### src/rtl/div_32_if.sv
// Handshake and data bundle for the sequential divider.
// master drives start/operands, slave returns results and flags.
interface div_32_if #(
    parameter int WIDTH = 32
);
    logic             start;
    logic [WIDTH-1:0] dividend;
    logic [WIDTH-1:0] divisor;
    logic             busy;
    logic             done;
    logic [WIDTH-1:0] quotient;
    logic [WIDTH-1:0] remainder;
    logic             div_by_zero;
    logic             overflow;
    logic             zero_flag;

    modport master (
        output start, dividend, divisor,
        input  busy, done, quotient, remainder,
        input  div_by_zero, overflow, zero_flag
    );

    modport slave (
        input  start, dividend, divisor,
        output busy, done, quotient, remainder,
        output div_by_zero, overflow, zero_flag
    );
endinterface

### src/rtl/div_32.sv
// Restoring sequential divider, one quotient bit per clock.
// Define DIV_SIGNED_EN for two's-complement operands and overflow flag.
module div_32 #(
    parameter int WIDTH = 32
) (
    input  logic     clk,
    input  logic     rst_n,
    div_32_if.slave  bus
);
    localparam int CW = $clog2(WIDTH);
    localparam logic [CW-1:0] LAST = CW'(WIDTH - 1);

    typedef enum logic [1:0] {IDLE, RUN, DONE} state_t;

    state_t           state_q;
    logic [WIDTH-1:0] a_q, q_q, d_q;
    logic [CW-1:0]    cnt_q;
    logic             busy_q, done_q;
    logic [WIDTH-1:0] quo_q, rem_q;
    logic             zdiv_q, dbz_q, zf_q;

    logic [WIDTH-1:0] a_d, q_d;
    logic [WIDTH:0]   a_sh;
    logic [WIDTH+1:0] trial;
    logic             step_ok;
    logic [WIDTH-1:0] dvd_mag, dvs_mag;
    logic [WIDTH-1:0] quo_fin, rem_fin;
    logic             dvs_zero;

`ifdef DIV_SIGNED_EN
    localparam logic [WIDTH-1:0] SMIN = {1'b1, {(WIDTH-1){1'b0}}};
    logic qneg_q, rneg_q, ovf_p_q, ovf_q;
`endif

    assign dvs_zero = (bus.divisor == '0);

    always_comb begin
        dvd_mag = bus.dividend;
        dvs_mag = bus.divisor;
`ifdef DIV_SIGNED_EN
        if (bus.dividend[WIDTH-1]) dvd_mag = -bus.dividend;
        if (bus.divisor[WIDTH-1])  dvs_mag = -bus.divisor;
`endif
    end

    // Shifted partial remainder can reach WIDTH+1 bits for large divisors.
    always_comb begin
        a_sh    = {a_q, q_q[WIDTH-1]};
        trial   = {1'b0, a_sh} + {2'b11, ~d_q} + (WIDTH+2)'(1);
        step_ok = ~trial[WIDTH+1];
        a_d     = step_ok ? trial[WIDTH-1:0] : a_sh[WIDTH-1:0];
        q_d     = {q_q[WIDTH-2:0], step_ok};
    end

    always_comb begin
        quo_fin = q_q;
        rem_fin = a_q;
        if (zdiv_q) begin
            quo_fin = '1;
            rem_fin = q_q;
        end
`ifdef DIV_SIGNED_EN
        else begin
            if (qneg_q) quo_fin = -q_q;
            if (rneg_q) rem_fin = -a_q;
        end
`endif
    end

    always_ff @(posedge clk or negedge rst_n) begin
        if (!rst_n) begin
            state_q <= IDLE;
            a_q     <= '0;
            q_q     <= '0;
            d_q     <= '0;
            cnt_q   <= '0;
            busy_q  <= 1'b0;
            done_q  <= 1'b0;
            quo_q   <= '0;
            rem_q   <= '0;
            zdiv_q  <= 1'b0;
            dbz_q   <= 1'b0;
            zf_q    <= 1'b0;
`ifdef DIV_SIGNED_EN
            qneg_q  <= 1'b0;
            rneg_q  <= 1'b0;
            ovf_p_q <= 1'b0;
            ovf_q   <= 1'b0;
`endif
        end else begin
            unique case (state_q)
                IDLE: begin
                    done_q <= 1'b0;
                    // done_q high means this is the done cycle: no accept.
                    if (bus.start && !done_q) begin
                        busy_q  <= 1'b1;
                        dbz_q   <= 1'b0;
                        zf_q    <= 1'b0;
                        zdiv_q  <= dvs_zero;
                        a_q     <= '0;
                        d_q     <= dvs_mag;
                        q_q     <= dvs_zero ? bus.dividend : dvd_mag;
                        cnt_q   <= '0;
                        state_q <= dvs_zero ? DONE : RUN;
`ifdef DIV_SIGNED_EN
                        ovf_q   <= 1'b0;
                        qneg_q  <= bus.dividend[WIDTH-1] ^ bus.divisor[WIDTH-1];
                        rneg_q  <= bus.dividend[WIDTH-1];
                        ovf_p_q <= (bus.dividend == SMIN) && (bus.divisor == '1);
`endif
                    end
                end
                RUN: begin
                    a_q   <= a_d;
                    q_q   <= q_d;
                    cnt_q <= cnt_q + CW'(1);
                    if (cnt_q == LAST) state_q <= DONE;
                end
                DONE: begin
                    quo_q   <= quo_fin;
                    rem_q   <= rem_fin;
                    dbz_q   <= zdiv_q;
                    zf_q    <= !zdiv_q && (quo_fin == '0);
                    done_q  <= 1'b1;
                    busy_q  <= 1'b0;
                    state_q <= IDLE;
`ifdef DIV_SIGNED_EN
                    ovf_q   <= ovf_p_q && !zdiv_q;
`endif
                end
                default: state_q <= IDLE;
            endcase
        end
    end

    assign bus.busy        = busy_q;
    assign bus.done        = done_q;
    assign bus.quotient    = quo_q;
    assign bus.remainder   = rem_q;
    assign bus.div_by_zero = dbz_q;
    assign bus.zero_flag   = zf_q;
`ifdef DIV_SIGNED_EN
    assign bus.overflow    = ovf_q;
`else
    assign bus.overflow    = 1'b0;
`endif
endmodule

### src/flat_wrapper.sv
// flat-port wrapper written by rule: the top's interface ports become plain ports
module div_32_flat 
#(
    parameter int WIDTH = 32
)
  (clk, rst_n, bus_start, bus_dividend, bus_divisor, bus_busy, bus_done, bus_quotient, bus_remainder, bus_div_by_zero, bus_overflow, bus_zero_flag);
  div_32_if #(.WIDTH(WIDTH)) bus_i ();
  input  logic clk;
  input  logic rst_n;
  input wire logic [$bits(bus_i.start)-1:0] bus_start;
  input wire logic [$bits(bus_i.dividend)-1:0] bus_dividend;
  input wire logic [$bits(bus_i.divisor)-1:0] bus_divisor;
  output wire logic [$bits(bus_i.busy)-1:0] bus_busy;
  output wire logic [$bits(bus_i.done)-1:0] bus_done;
  output wire logic [$bits(bus_i.quotient)-1:0] bus_quotient;
  output wire logic [$bits(bus_i.remainder)-1:0] bus_remainder;
  output wire logic [$bits(bus_i.div_by_zero)-1:0] bus_div_by_zero;
  output wire logic [$bits(bus_i.overflow)-1:0] bus_overflow;
  output wire logic [$bits(bus_i.zero_flag)-1:0] bus_zero_flag;
  assign bus_i.start = bus_start;
  assign bus_i.dividend = bus_dividend;
  assign bus_i.divisor = bus_divisor;
  assign bus_busy = bus_i.busy;
  assign bus_done = bus_i.done;
  assign bus_quotient = bus_i.quotient;
  assign bus_remainder = bus_i.remainder;
  assign bus_div_by_zero = bus_i.div_by_zero;
  assign bus_overflow = bus_i.overflow;
  assign bus_zero_flag = bus_i.zero_flag;
  div_32 #(.WIDTH(WIDTH)) u_core (.clk(clk), .rst_n(rst_n), .bus(bus_i));
endmodule
### config.mk
export PLATFORM = sky130hd
export DESIGN_NAME = div_32_flat
export DESIGN_NICKNAME = d
export VERILOG_FILES = /design/src/rtl/div_32_if.sv /design/src/rtl/div_32.sv /design/src/flat_wrapper.sv
export SDC_FILE = /design/constraint.sdc
export NUM_CORES = 1
export LEC_CHECK = 0
export ABC_CLOCK_PERIOD_IN_PS = 4750
export CORE_MARGIN = 1.5
export CORE_UTILIZATION = 47
export CTS_CLUSTER_SIZE = 12
export DETAILED_ROUTE_END_ITERATION = 7
export HOLD_SLACK_MARGIN = 0.15
export MAX_ROUTING_LAYER = met4
export PLACE_DENSITY = 0.7
export SYNTH_ARGS = -nofsm -noshare
export SYNTH_HDL_FRONTEND = slang
export SYNTH_SLANG_ARGS = --single-unit
### constraint.sdc
create_clock -name clk -period 4.75 [get_ports clk]
set_clock_uncertainty 0.2 [all_clocks]
set_input_delay 0.95 -clock clk [delete_from_list [all_inputs] [get_ports clk]]
set_output_delay 0.95 -clock clk [all_outputs]
set_load 0.02 [all_outputs]
# == Word-level counts from Yosys, hierarchy flattened ==
# Cells that the tools add are included.
# op_classes
add_sub_neg,3
n_eq_ne,5
n_mux,19
n_bitwise,2
n_reduce_logical,13
# op_table
operator,n
32-bit 2-to-1 mux,5
32-bit one-hot mux with 2 select lines,2
32-bit zero test,2
33-bit by 34-bit adder with 34-bit output,1
34-bit by 1-bit adder with 34-bit output (second input constant),1
32-bit NOT,1
5-bit one-hot mux with 2 select lines,1
1-bit one-hot mux with 2 select lines,4
2-bit AND reduction,4
2-bit 2-to-1 mux,3
5-bit by 1-bit adder with 5-bit output (second input constant),1
5-bit == test (second input constant),1
5-bit 2-to-1 mux,1
2-bit by 1-bit != test with 1-bit output (second input constant),2
2-bit one-hot mux with 2 select lines,1
2-bit nonzero test,2
2-bit by 1-bit == test with 1-bit output (second input constant),1
2-bit == test (second input constant),1
1-bit logical AND,2
1-bit zero test,2
2-bit zero test,1
1-bit 2-to-1 mux,2
1-bit NOT,1
# word_totals
ff_bits,172
in_bits,67
output_inout_bits,69
word_cells,54

# == Depth between registers and ports, before layout ==
# Gate-level depths: netlist (run 1).
# logic_depth
ltp_word,5
ltp_mapped,12
depth_no_buf,12

# == Worst setup path after synthesis (run 1) ==
# OpenSTA, ideal clock, no wires.
# synth_timing
path_type,register -> register
startpoint,register u_core.q_q[31]
endpoint,register u_core.a_q[26]
setup_time_ps,126
arrival_ps,2813
required_time_ps,4424
path_slack_ps,1611
stages_incl_launch_ff,13
path_buffers,0
period_less_slack_ps,3139
path_cell_list,dfrtp_1 > inv_1 > ha_1 > inv_1 > fa_1 > a211o_1 > nor4b_4 > nor4_2 > o31ai_4 > a211oi_4 > o21ai_1 > xor2_1 > a221o_1
# synth_via
elab_chain_len,4
# synth_rtl
element,line_no,rtl
from (decl),div_32.sv:16,"logic [WIDTH-1:0] a_q, q_q, d_q;"
from (signal assigned),div_32.sv:102,q_q <= dvs_zero ? bus.dividend : dvd_mag;
from (signal assigned),div_32.sv:115,q_q <= q_d;
33-bit by 34-bit adder with 34-bit output,div_32.sv:49,"trial = {1'b0, a_sh} + {2'b11, ~d_q} + (WIDTH+2)'(1);"
34-bit by 1-bit adder with 34-bit output,div_32.sv:49,
32-bit 2-to-1 mux,div_32.sv:51,a_d = step_ok ? trial[WIDTH-1:0] : a_sh[WIDTH-1:0];
32-bit one-hot mux with 2 select lines,div_32.sv:91,unique case (state_q)
to (signal assigned),div_32.sv:73,a_q <= '0;
to (signal assigned),div_32.sv:100,a_q <= '0;
to (signal assigned),div_32.sv:114,a_q <= a_d;
to (decl),div_32.sv:16,
# No other way between the ends.
# A chain may end at the register's enable or synchronous reset.

# == Worst setup path in the final report (run 1) ==
# layout_timing
startpoint,register u_core.q_q[31]
endpoint,register u_core.a_q[30]
# Same word-level chain as after synthesis.

==> impl_results.md, run 1 <==
* Inst Count DP at 1383
* Clock Tree Root: clkbuf_16
* Yosys warning count at 0
* 1st-iter DRT viols at 556
* Resize count post-CTS at 0
* Sequential share of power at 28.1%
* Seq/Total Area, Yosys at 46.4%
* Distinct cells, synth at 65
* Share of layout cells above drive strength 1 at 5.65%
* Post-synthesis area per instance at 8.94 sq um
* Status: complete, no violations
* R2R cell count at 12
* Detailed Route WL at 24900 microns
* FMAX at 297 MHz
* Clk slew on worst S/H paths at 0.07 ns
* Final instance count without filler cells at 1415
* Avg Vias per Cell at 5.54
* Initial Util at 47.8%
* Global route overflow at 0
* Hold Crit Start: u_core.bus.quotient[7]
* Maximum vdd drop at 0.000363 V
* Fin crit period at 3.37 ns
* Critical Path Fanout Max at 4
* Reg2Reg Setup Slack at 1.38 ns
* Switching power at 4.75 mW
* Vias in the first global route at 7087
* Req. time, crit path at 4.87 ns
* Clock group share of total power at 13.5%
* First-pass GRT wire length at 39000 microns
* Layout area overhead at 22.9%
* Synthesized flop and latch total at 172
* Synth area leaders: dfrtp_1 (46%), nand2_1 (8.9%), o21ai_0 (7.2%), mux2i_1 (5.5%), ha_1 (4.6%)
* Hold path cells at 2
* Post-Syn Area at 0.00928 sq mm
* Crit path kind: flip-flop to flip-flop
* Initial antenna violation count at 0
* RSZ-0062 raised after global routing: false
* ANT nets after route at 0
* Row Count at 51
* WL per Instance at 17.6 microns
* EDFF count, synth at 0
* CP arrival at 3.48 ns
* Inserted Clock Buffers at 17
* H-tree depth at 4
* Post-synth top flop: dfrtp_1
* Final setup violation count at 0
* Async SR Flop Fraction at 100%
* Post-synth top area share at 46.4%
* Die W at 143 microns
* CTS tree: yes
* Hold EP: u_core.bus.quotient[7]
* Overall power at 10.2 mW
* Sink Count at 172
* Net count after synthesis at 1140
* Worst-Margin Slew at 0.935 ns
* RR Endpoint: u_core.a_q[30]
* Fillcell total at 1748
* Max Cap Violations at 0
* Pwr/cell area at 890 mW/mm^2
* Clk Latency, worst-skew pair at 0.43 ns
* Die H at 143 microns
* Internal cell power at 5.40 mW
* CP Launch Type: flip-flop
* Hold Fails Final Rpt at 0
* Final #Nets at 1239
* R2r startpoint: u_core.q_q[31]
* GP Congestion at 0.954
* DRT Pass-1 Iters at 5
* Gr usage total at 25.5%
* Die ar. at 0.0206 sq mm
* Core area at 0.0194 sq mm
* Mapped Cells at 1038
* Hold buffers post-CTS at 0
* Max clock buf depth at 2
* Number of diodes at 0
* Largest net degree at the start of global routing at 99
* Post-CTS setup buffer count at 0
* Post-DP HPWL at 18000 microns
* DRC at 0
* Crit share post-route at 70.8%
* I/O Buffers at 134
* I/O pin cnt at 136
* Vias at 7839
* Sw Ratio at 46.8%
* Gate power share at 58.3%
* Final Max Tran Viols at 0
* Setup TNS at 0 ns
* Area leader, netlist: dfrtp_1
* Leak at 5.01 nW
* Slew headroom at 37.7%
* HP Class: flip-flop to flip-flop
* CP endpoint kind: flip-flop
[registers in the layout, summed over array words and instances (netlist names)]
register	count
u_core.a_q	32
u_core.bus.busy	1
u_core.bus.div_by_zero	1
u_core.bus.done	1
u_core.bus.quotient	32
u_core.bus.remainder	32
u_core.bus.zero_flag	1
u_core.cnt_q	5
u_core.d_q	32
u_core.q_q	32
u_core.state_q	2
u_core.zdiv_q	1
[routing by layer]
| layer | global-route usage (%) | vias up | wire length, microns |
|---|---|---|---|
| met5 | - | - | 0 |
| met4 | 5.75 | 0 | 239 |
| met3 | 3.83 | 12 | 1480 |
| met2 | 37.0 | 269 | 11000 |
| met1 | 37.7 | 3732 | 12100 |
| li1 | - | 3826 | - |
[area by class of cell]
type                       count  area (sq um)  area share (%)
clock inverter                14           146            1.28
timing repair buffer         145          1450            12.7
tap                          265           332            2.91
inverter                      44           165            1.45
sequential                   172          4310            37.8
multi-input combinational    757          4570            40.0
clock buffer                  18           439            3.85
[cells in the mapped netlist (all sizes together) (2+ instances only)]
master	instances
inv	44
nand2b	5
o22ai	2
dfrtp	172
or3	4
a211oi	8
clkbuf	49
mux2i	51
nand3	15
a31oi	4
o21a	7
a21oi	41
xnor2	17
o21bai	3
o31ai	7
buf	16
o211ai	4
a21o	9
a41oi	2
o21ai	139
a221o	10
nor2b	3
nand2	219
a2111oi	2
nor2	65
a22oi	30
xor2	10
nand4	11
ha	34
nor4b	2
and3	7
nor4	21
nor3	11
[power by group through the flow]
stage                     Sequential [mW]  Clock (mW)  Combinational [mW]
after floorplan                      2.95           0                3.98
after global placement               2.85           0                5.82
after detailed placement             2.87           0                5.86
after CTS                            2.84        1.39                5.91
after global routing                 2.94        1.45                6.55
final                                2.86        1.37                5.92
[placed cells by master (no fill, tap or decap), drive strengths merged, types with 3 or more instances in the layout]
cell type,instances
nor2,65
a211oi,8
dfrtp,172
nor3,11
clkinv,5
nor2b,3
nand2,219
a21o,9
o21a,7
a22oi,30
nand3,15
xnor2,17
ha,34
nand2b,5
o21bai,3
or3,4
and3,7
mux2i,51
a221o,10
clkbuf,18
inv,52
o21ai,139
o211ai,4
a31oi,4
a21oi,41
nor4,21
clkdlybuf4s50,133
xor2,10
buf,12
o31ai,7
nand4,11
[stage by stage]
step | cell area (sq um) | setup slack [ns] | util (%) | hold slack, ns
6_report | 11400 | 1.38 | 58.8 | 0.277
3_5_place_dp | 10800 | 1.40 | 55.8 | 0.270
2_1_floorplan | 9280 | 1.61 | - | 0.249
3_3_place_gp | 10800 | 1.47 | 55.8 | 0.261
4_1_cts | 11400 | 1.39 | 58.8 | 0.287
5_1_grt | 11400 | 1.25 | 58.8 | 0.304
[worst max-delay path, stage by stage (launching register included)]
cell	delay, ns
dfrtp_1	0.41
inv_1	0.11
ha_1	0.17
inv_1	0.05
fa_1	0.41
a211o_1	0.33
nor4b_4	0.15
nor4_2	0.37
o31ai_4	0.15
a211oi_4	0.32
o21ai_1	0.13
xor2_1	0.15
a221o_1	0.29
[logic make-up (layout without fill, tap and decap cells)]
logic type,count (synthesis),in the layout,share of synthesized area (%)
xor gates and xnor gates,27,27,2.55
muxes,51,51,5.50
and+or+nand+nor,366,366,17.3
other,1,1,0.0404
AOI/OAI and AO/OA,277,277,18.7
adders and majority gates,35,35,4.80
buffers and inverters,109,221,4.69
DFF,172,172,46.4
[how the worst max path moves through the flow]
stage                   start             end  depth (start not counted)
2_1_floorplan  u_core.q_q[31]  u_core.a_q[26]                         12
3_3_place_gp   u_core.q_q[31]  u_core.a_q[26]                         12
3_5_place_dp   u_core.q_q[31]  u_core.a_q[26]                         12
4_1_cts        u_core.q_q[31]  u_core.a_q[30]                         12
5_1_grt        u_core.q_q[31]  u_core.a_q[26]                         12
6_report       u_core.q_q[31]  u_core.a_q[30]                         12
No activity file was read; power rests on OpenSTA's default activity.
==> inputs of run 2 (changes only) <==
--- a/config.mk
+++ b/config.mk
@@ -5,14 +5,14 @@
 export SDC_FILE = /design/constraint.sdc
 export NUM_CORES = 1
 export LEC_CHECK = 0
-export ABC_CLOCK_PERIOD_IN_PS = 4750
+export ABC_CLOCK_PERIOD_IN_PS = 3000
 export CORE_MARGIN = 1.5
 export CORE_UTILIZATION = 47
 export CTS_CLUSTER_SIZE = 12
 export DETAILED_ROUTE_END_ITERATION = 7
 export HOLD_SLACK_MARGIN = 0.15
 export MAX_ROUTING_LAYER = met4
-export PLACE_DENSITY = 0.7
+export PLACE_DENSITY = 0.72
 export SYNTH_ARGS = -nofsm -noshare
 export SYNTH_HDL_FRONTEND = slang
 export SYNTH_SLANG_ARGS = --single-unit
==> constraint.sdc (replaced) <==
create_clock -name clk -period 3 [get_ports clk]
set_clock_uncertainty 0.2 [all_clocks]
set_input_delay 0.6 -clock clk [delete_from_list [all_inputs] [get_ports clk]]
set_output_delay 0.6 -clock clk [all_outputs]
set_load 0.02 [all_outputs]
==> impl_results.md, run 2 (synthesis gave the netlist of run 1 again) <==
* CP endpoint kind: flip-flop
* 1st-iter DRT viols at 436
* Sink Count at 172
* Die ar. at 0.0206 sq mm
* Req. time, crit path at 3.11 ns
* Share of layout cells above drive strength 1 at 14.7%
* Avg Vias per Cell at 5.50
* Crit share post-route at 98.8%
* Reg2Reg Setup Slack at 0.04 ns
* First-pass GRT wire length at 42200 microns
* Global route overflow at 0
* Final Max Tran Viols at 0
* DRT Pass-1 Iters at 4
* I/O pin cnt at 136
* Fin worst setup slack at 0.0374 ns
* Number of diodes at 0
* Vias at 8282
* Final setup violation count at 0
* Clk Latency, worst-skew pair at 0.42 ns
* Fillcell total at 1656
* Layout area overhead at 33.1%
* Clock Tree Root: clkbuf_16
* Die H at 143 microns
* Max Cap Violations at 0
* Crit path kind: flip-flop to flip-flop
* Row Count at 51
* Post-DP HPWL at 18800 microns
* FMAX at 338 MHz
* Leak at 5.45 nW
* I/O Buffers at 134
* Clk slew on worst S/H paths at 0.07 ns
* Placement Setup Slack at -0.0763 ns
* Maximum vdd drop at 0.000570 V
* CP Launch Type: flip-flop
* CP arrival at 3.07 ns
* Initial Util at 47.8%
* Vias in the first global route at 7822
* H-tree depth at 4
* Commonest non-fill, non-tap cell in the layout: nand2_1
* Inserted Clock Buffers at 17
* WL per Instance at 17.4 microns
* Setup TNS at 0 ns
* Die W at 143 microns
* Detailed Route WL at 26300 microns
* CTS tree: yes
* Final instance count without filler cells at 1507
* FF+latch area at 0.00431 sq mm
* Multi-input logic area at 0.00479 sq mm
* Commonest non-fill, non-tap cells in the layout: nand2_1 (219), dfrtp_1 (170), clkdlybuf4s50_1 (133), o21ai_0 (130), buf_4 (96)
* Hold Fails Final Rpt at 0
* Pwr/cell area at 1450 mW/mm^2
* DRC at 0
* Largest net degree at the start of global routing at 75
* ANT nets after route at 0
* Final #Nets at 1332
* Fin crit period at 2.96 ns
* Max clock buf depth at 2
* Status: complete, no violations
* HP Class: flip-flop to flip-flop
* Worst-Margin Slew at 0.710 ns
* Slew headroom at 52.6%
* Core area at 0.0194 sq mm
* Inst Count DP at 1456
* Critical Path Fanout Max at 3
* GP Congestion at 0.938
* Post-layout util at 63.7%
* Gr usage total at 27.4%
* Initial antenna violation count at 0
* RSZ-0062 raised after global routing: true
[run 2: cell count changes in the layout (fill, tap and decap cells not counted), sizes merged]
cell | previous run | this run
buf | 12 | 104
inv | 52 | 51
clkbuf | 18 | 17
clkinv | 5 | 3
dlygate4sd3 | 0 | 1
clkinvlp | 1 | 4
[run 2: worst max-delay path, stage by stage (launching register included)]
cell and delay [ns]:
dfrtp_1 0.40, ha_1 0.31, a211oi_1 0.39, o21ai_1 0.21
nor4_4 0.37, o31ai_4 0.13, a211oi_4 0.28, o21ai_1 0.12
xor2_1 0.15, a221o_1 0.29
[run 2: power by group]
part / leakage [nW] / switching, mW / total (mW) / internal, mW
registers: 2.13 / 0.985 / 4.45 / 3.47
logic: 3.06 / 6.05 / 11.3 / 5.24
clock network: 0.260 / 1.02 / 2.11 / 1.09
total: 5.45 / 8.06 / 17.9 / 9.79
[run 2: routing by layer]
| metal | vias to the layer above | track usage [%] | share of wire [%] |
|---|---|---|---|
| li1 | 4027 | - | - |
| met1 | 3980 | 38.6 | 48 |
| met2 | 253 | 41.4 | 45 |
| met3 | 22 | 4.83 | 5.7 |
| met4 | 0 | 6.39 | 1.3 |
| met5 | - | - | 0 |
[run 2: path summary, 6_finish.rpt]
check                                       start                      end  cells past startpoint
max                                u_core.a_q[10]           u_core.a_q[26]                      9
min                        u_core.bus.quotient[7]   u_core.bus.quotient[7]                      2
max reg2reg                        u_core.a_q[10]           u_core.a_q[26]                      9
min reg2reg                u_core.bus.quotient[7]   u_core.bus.quotient[7]                      2
max in group asynchronous                   rst_n  u_core.bus.remainder[5]                      3
min in group asynchronous                   rst_n  u_core.bus.quotient[26]                      2
[run 2: area by class of cell]
cell class / count / share of cell area (%)
Clock inverter: 14 / 1.05
Sequential cell: 172 / 34.9
Inverter: 44 / 1.34
Timing Repair Buffer: 238 / 17.8
Tap cell: 265 / 2.68
Multi-Input combinational cell: 757 / 38.8
Clock buffer: 17 / 3.44
[run 2: timing repair]
item                                    in CTS  in global routing
hold buffers                                 1                  0
endpoints found under the hold margin       52                  0
resized for setup                           11                 31
endpoints found under the setup margin       6                 26
pin swaps                                    1                 13
setup buffers                               17                  4
[run 2: per-stage QoR]
step	cell area, sq um	hold WS (ns)	total power [mW]
4_1_cts	12200	0.285	17.3
2_1_floorplan	9280	0.104	11.0
3_3_place_gp	11400	0.262	14.7
6_report	12300	0.278	17.9
3_5_place_dp	11400	0.270	14.9
5_1_grt	12300	0.303	19.3
